File: src/rtl/mbed_spi_pkg.sv
// Shared types and defaults for the MBED SPI transfer scheduler.
package mbed_spi_pkg;

    localparam int DEF_WIDTH       = 32;
    localparam int DEF_N_REQ       = 2;
    localparam int DEF_TIMEOUT     = 4096;
    localparam int DEF_SYNC_STAGES = 2;

    typedef enum logic [1:0] {
        IDLE     = 2'd0,
        WAIT_RDY = 2'd1,
        SHIFT    = 2'd2,
        DONE     = 2'd3
    } state_t;

    // Index width that stays legal when there is a single requester.
    function automatic int idx_w(input int n);
        return (n > 1) ? $clog2(n) : 1;
    endfunction

endpackage

File: src/rtl/rr_arbiter.sv
// Combinational round-robin pick: first requester above last_gnt, wrapping modulo N_REQ.
module rr_arbiter
    import mbed_spi_pkg::*;
#(
    parameter int N_REQ = DEF_N_REQ,
    parameter int GW    = idx_w(N_REQ)
) (
    input  logic [N_REQ-1:0] req,
    input  logic [GW-1:0]    last_gnt,
    output logic [GW-1:0]    winner,
    output logic             any_req
);

    logic [N_REQ-1:0] rot_req;
    logic [GW-1:0]    rot_idx [N_REQ];

    // rot_idx[k] is the requester at scan offset k+1 after the previous grant.
    genvar gi;
    generate
        for (gi = 0; gi < N_REQ; gi++) begin : g_rot
            assign rot_idx[gi] = GW'((int'(last_gnt) + 1 + gi) % N_REQ);
            assign rot_req[gi] = req[rot_idx[gi]];
        end
    endgenerate

    always_comb begin
        winner  = last_gnt;
        any_req = 1'b0;
        for (int k = N_REQ - 1; k >= 0; k--) begin
            if (rot_req[k]) begin
                winner  = rot_idx[k];
                any_req = 1'b1;
            end
        end
    end

endmodule

File: src/rtl/mbed_spi_scheduler.sv
// Arbitrates word producers onto the MBED SPI master: waits for MBED ready, holds SPI_ENA
// for one transfer, ends on the FIN rising edge or a timeout, then acks the winner.
module mbed_spi_scheduler
    import mbed_spi_pkg::*;
#(
    parameter int   WIDTH       = DEF_WIDTH,
    parameter int   N_REQ       = DEF_N_REQ,
    parameter int   TIMEOUT     = DEF_TIMEOUT,
    parameter int   SYNC_STAGES = DEF_SYNC_STAGES,
    localparam int  GW          = idx_w(N_REQ)
) (
    input  logic                   SYS_CLK,
    input  logic                   RST,
    input  logic [N_REQ-1:0]       REQ,
    input  logic [N_REQ*WIDTH-1:0] REQ_DATA,
    output logic [N_REQ-1:0]       ACK,
    input  logic                   MBED_RDY,
    output logic                   SPI_ENA,
    output logic [WIDTH-1:0]       SPI_DATA,
    input  logic                   SPI_FIN,
    output logic                   BUSY,
    output logic                   TIMEOUT_ERR,
    input  logic                   ERR_CLR,
    output logic [GW-1:0]          LAST_GNT
);

    localparam int              CW       = $clog2(TIMEOUT) + 1;
    localparam logic [CW-1:0]   CNT_LAST = CW'(TIMEOUT - 1);
    localparam logic [GW-1:0]   GNT_INIT = GW'(N_REQ - 1);

    state_t           state_reg;
    logic             rdy_sync_reg [SYNC_STAGES];
    logic             rdy_s;
    logic             fin_q_reg;
    logic             fin_rise;
    logic [CW-1:0]    cnt_reg;
    logic [GW-1:0]    gnt_reg;
    logic [GW-1:0]    last_gnt_reg;
    logic [GW-1:0]    winner;
    logic             any_req;
    logic [WIDTH-1:0] spi_data_reg;
    logic [N_REQ-1:0] ack_reg;
    logic             spi_ena_reg;
    logic             err_reg;
    logic             timeout_hit;
    logic [WIDTH-1:0] req_word [N_REQ];

    genvar gi;
    generate
        for (gi = 0; gi < N_REQ; gi++) begin : g_word
            assign req_word[gi] = REQ_DATA[gi*WIDTH +: WIDTH];
        end
    endgenerate

    // MBED_RDY comes straight from a GPIO pin, so it crosses in through a flop chain.
    generate
        for (gi = 0; gi < SYNC_STAGES; gi++) begin : g_sync
            if (gi == 0) begin : g_first
                always_ff @(posedge SYS_CLK) begin
                    if (RST) rdy_sync_reg[gi] <= 1'b0;
                    else     rdy_sync_reg[gi] <= MBED_RDY;
                end
            end else begin : g_next
                always_ff @(posedge SYS_CLK) begin
                    if (RST) rdy_sync_reg[gi] <= 1'b0;
                    else     rdy_sync_reg[gi] <= rdy_sync_reg[gi-1];
                end
            end
        end
    endgenerate

    assign rdy_s    = rdy_sync_reg[SYNC_STAGES-1];
    assign fin_rise = SPI_FIN & ~fin_q_reg;

    rr_arbiter #(
        .N_REQ (N_REQ),
        .GW    (GW)
    ) u_arb (
        .req      (REQ),
        .last_gnt (last_gnt_reg),
        .winner   (winner),
        .any_req  (any_req)
    );

    // A FIN edge on the final counted cycle still completes the transfer.
    assign timeout_hit = (cnt_reg == CNT_LAST) &&
                         ((state_reg == WAIT_RDY) || ((state_reg == SHIFT) && !fin_rise));

    always_ff @(posedge SYS_CLK) begin
        if (RST) begin
            state_reg    <= IDLE;
            fin_q_reg    <= 1'b0;
            cnt_reg      <= '0;
            gnt_reg      <= GNT_INIT;
            last_gnt_reg <= GNT_INIT;
            spi_data_reg <= '0;
            ack_reg      <= '0;
            spi_ena_reg  <= 1'b0;
            err_reg      <= 1'b0;
        end else begin
            fin_q_reg <= SPI_FIN;
            ack_reg   <= '0;

            if ((state_reg == WAIT_RDY || state_reg == SHIFT) && (cnt_reg != '1))
                cnt_reg <= cnt_reg + CW'(1);

            if (timeout_hit)
                err_reg <= 1'b1;
            else if (ERR_CLR)
                err_reg <= 1'b0;

            case (state_reg)
                IDLE: begin
                    if (any_req) begin
                        spi_data_reg <= req_word[winner];
                        gnt_reg      <= winner;
                        cnt_reg      <= '0;
                        state_reg    <= WAIT_RDY;
                    end
                end
                WAIT_RDY: begin
                    if (timeout_hit) begin
                        last_gnt_reg <= gnt_reg;
                        state_reg    <= IDLE;
                    end else if (rdy_s) begin
                        spi_ena_reg <= 1'b1;
                        state_reg   <= SHIFT;
                    end
                end
                SHIFT: begin
                    // Ready dropping mid-transfer is deliberately ignored here.
                    if (fin_rise) begin
                        spi_ena_reg      <= 1'b0;
                        ack_reg[gnt_reg] <= 1'b1;
                        state_reg        <= DONE;
                    end else if (timeout_hit) begin
                        spi_ena_reg  <= 1'b0;
                        last_gnt_reg <= gnt_reg;
                        state_reg    <= IDLE;
                    end
                end
                DONE: begin
                    last_gnt_reg <= gnt_reg;
                    state_reg    <= IDLE;
                end
                default: state_reg <= IDLE;
            endcase
        end
    end

    assign ACK         = ack_reg;
    assign SPI_ENA     = spi_ena_reg;
    assign SPI_DATA    = spi_data_reg;
    assign BUSY        = (state_reg != IDLE);
    assign TIMEOUT_ERR = err_reg;
    assign LAST_GNT    = last_gnt_reg;

endmodule

File: config.mk
export PLATFORM = sky130hd
export DESIGN_NAME = mbed_spi_scheduler
export DESIGN_NICKNAME = d
export VERILOG_FILES = /design/src/rtl/mbed_spi_pkg.sv /design/src/rtl/rr_arbiter.sv /design/src/rtl/mbed_spi_scheduler.sv
export SDC_FILE = /design/constraint.sdc
export NUM_CORES = 1
export LEC_CHECK = 0
export CORE_ASPECT_RATIO = 1.4
export CORE_UTILIZATION = 43
export DETAILED_ROUTE_END_ITERATION = 7
export GPL_ROUTABILITY_DRIVEN = 0
export PLACE_DENSITY = 0.8
export SLEW_MARGIN = 10
export SYNTH_ARGS = -nofsm -noshare
export SYNTH_HDL_FRONTEND = slang
export SYNTH_SLANG_ARGS = --single-unit
File: constraint.sdc
create_clock -name SYS_CLK -period 1.95 [get_ports SYS_CLK]
set_input_delay 0.195 -clock SYS_CLK [delete_from_list [all_inputs] [get_ports SYS_CLK]]
set_output_delay 0.195 -clock SYS_CLK [all_outputs]
set_load 0.05 [all_outputs]
==> results of run 1 <==
stage by stage:
stage	power [mW]	util, %	cell area [sq um]
2_1_floorplan	3.02	-	2630
3_3_place_gp	3.76	64.9	3800
3_5_place_dp	3.80	64.9	3800
4_1_cts	4.40	66.2	3880
5_1_grt	4.63	66.4	3890
6_report	4.37	66.4	3890
worst max-delay path by stage:
stage,from,slack (ps),to
floorplan,state_reg[1],200,cnt_reg[11]
global placement,cnt_reg[0],80,state_reg[0]
detailed placement,state_reg[0],90,cnt_reg[7]
CTS,state_reg[0],70,cnt_reg[7]
global route,cnt_reg[0],20,state_reg[0]
finish,state_reg[1],60,cnt_reg[10]
worst max-delay path: stages, from the launching register on:
cell and delay, ps:
dfxtp_1 410, inv_1 100, ha_2 410, nand3_1 230
o311ai_0 460, o41ai_1 150
kinds of logic after synthesis:
group | share of synthesized area (%)
AND/OR/NAND/NOR | 17.1
multiplexers | 14.7
flip-flops | 42.7
XOR/XNOR | 0.667
adder cells (fa/ha/maj) | 2.86
buffers and inverters | 4.95
AO/OA/AOI/OAI | 17.0
cells in the mapped netlist, drive strengths merged, types with 3 or more instances:
cell type / instances
nor2b: 5
clkbuf: 10
mux2i: 37
nand2: 9
o21ai: 5
nor2: 45
or3: 3
a21oi: 9
nand2b: 3
dfxtp: 56
buf: 11
a211oi: 32
and3: 3
and4: 4
ha: 6
nand3: 8
nor3: 3
inv: 8
area by class of cell:
| class | instances | area [sq um] |
|---|---|---|
| fillers | 496 | 1970 |
| repair buffers | 119 | 1180 |
| flip-flops and latches | 56 | 1120 |
| inverters | 8 | 30.0 |
| well taps | 70 | 87.6 |
| clock inverters | 1 | 5.00 |
| clock buffers | 6 | 72.6 |
| multi-input cells | 199 | 1400 |
power by group through the flow:
stage               combinational [mW]  clock [mW]  sequential (mW)
finish                            2.26       0.592             1.52
floorplan                        0.756           0             2.26
global route                      2.41       0.666             1.55
CTS                               2.27       0.613             1.52
detailed placement                2.26           0             1.54
global placement                  2.23           0             1.53
routing by layer:
metal	part of all wire [%]	track usage [%]	routed length [um]	up-vias
met5	0	0	0	-
li1	-	-	-	1230
met3	6.3	6.40	430	15
met2	51	39.7	3520	81
met4	2.4	8.51	164	0
met1	40	25.9	2740	1160
repair_timing:
action	4_1_cts	5_1_grt
buffers inserted	0	0
endpoints found under the setup margin	0	4
resized for setup	0	3
hold buffers	0	0
==> flow_summary.json, run 1 <==
{
  "outcome": "finished clean",
  "grt_max_degree": 39,
  "path_class": "register to register",
  "final_nets": 466,
  "cts_tree": "yes",
  "hold_path_startpoint": "RST",
  "tightest_slew_ps": 541,
  "dp_slack_ps": 92.6,
  "ios": 109,
  "holdPathEnd": "rdy_sync_reg[1]",
  "drv_slew": 0,
  "rr_worst_depth": 5,
  "fp.coreArea_sq_um": 5860,
  "holdPathStages": 2,
  "clockBufferDepth": 2,
  "drtIter0Drc": 179,
  "start_util_pct": 44.8,
  "layout_setup_ws_ps": 62.4,
  "fin_setup_tns_ps": 0,
  "grt_pass1_vias": 2441,
  "power_density_nw_per_um2": 1120,
  "ys_seq_area_share_pct": 42.7,
  "layout_commonest_cell": "clkdlybuf4s50_1",
  "clkLatencyLatePin_ps": 300,
  "postSynthAreaPerCell_sq_um": 9.25,
  "cp_data_arrival_time_ps": 2050,
  "setup_viol": 0,
  "required_ps": 2120,
  "synth_top_area_share_pct": 42.7,
  "overflow": 0,
  "drt-wirelength-per-cell_um": 14.9,
  "p_switching_mw": 1.91,
  "ys_ff_latch": 56,
  "placed_cells": 452,
  "synth.net_count": 361,
  "io_buffers": 108,
  "rsz0062_at_grt": "no",
  "clkSinkCount": 56,
  "r2r-start": "state_reg[1]",
  "final_cell_mix": "105 x clkdlybuf4s50_1, 56 x dfxtp_1, 45 x nor2_1",
  "whs_ps": 201,
  "holdCritPathClass": "input pin to register",
  "critPathCaptureType": "register",
  "reg2reg_slack_ps": 60,
  "hold_violations": 0,
  "drive_gt1_share_pct": 7.71,
  "synthTopCellsByArea": "dfxtp_1 43%, mux2i_1 14%, a211oi_1 9.1%, nor2_1 6.4%, ha_1 2.9%",
  "async_flop_share_pct": 0,
  "htree_levels": 2,
  "clkTransAtPathRegs_ps": 100,
  "synth.distinct_cells": 43,
  "synthCells": 284,
  "synth_edf_count": 0,
  "fin_cells": 459,
  "rows": 33,
  "cts_inserted_buffers": 5,
  "clock-root-buffer": "clkbuf_8",
  "die_height_um": 94.5,
  "syn_to_final_growth_pct": 48.2,
  "skew_ps": 8.06,
  "yosys_warnings": 0,
  "ir_drop_mv": 0.648,
  "swShare_pct": 43.7,
  "power_leakage_nw": 1.55,
  "routed-via-count": 2486,
  "grt_use_total_pct": 22.9,
  "synth.largest_area_cell": "dfxtp_1",
  "cap_violations": 0,
  "post-dp-hpwl_um": 5330,
  "largest_reg_flops": 32,
  "drcViolationCount": 0,
  "synth_area_sq_um": 2630,
  "p_seq_share_pct": 34.7,
  "clockPowerShare_pct": 13.5,
  "crit_path_start_kind": "register",
  "num_antenna_cells": 0,
  "timing.fmax_ghz": 0.530,
  "synthFlopType": "dfxtp_1",
  "max_slew_margin_pct": 63.8,
  "drt_wl_total_um": 6860,
  "die_x_um": 68.1,
  "r2r_end": "cnt_reg[10]",
  "antenna_found_initial": 0,
  "fin_crit_ps": 1890,
  "firstDrtPassIters": 4,
  "path_max_fanout": 8,
  "fin_crit_sh_pct": 96.8,
  "drtAntennaViolNets": 0,
  "intPower_mw": 2.46,
  "grt_pass1_wl_um": 11300,
  "die_area_sq_um": 6430,
  "vias_per_cell": 5.42,
  "p_comb_share_pct": 51.8
}
Power figures use the tool's default switching activity.
==> inputs of run 2 (changes only) <==
Settings changed: TNS_END_PERCENT set to 10.
==> results of run 2 <==
The final DEF is identical to that of run 1; final timing and power are the same.
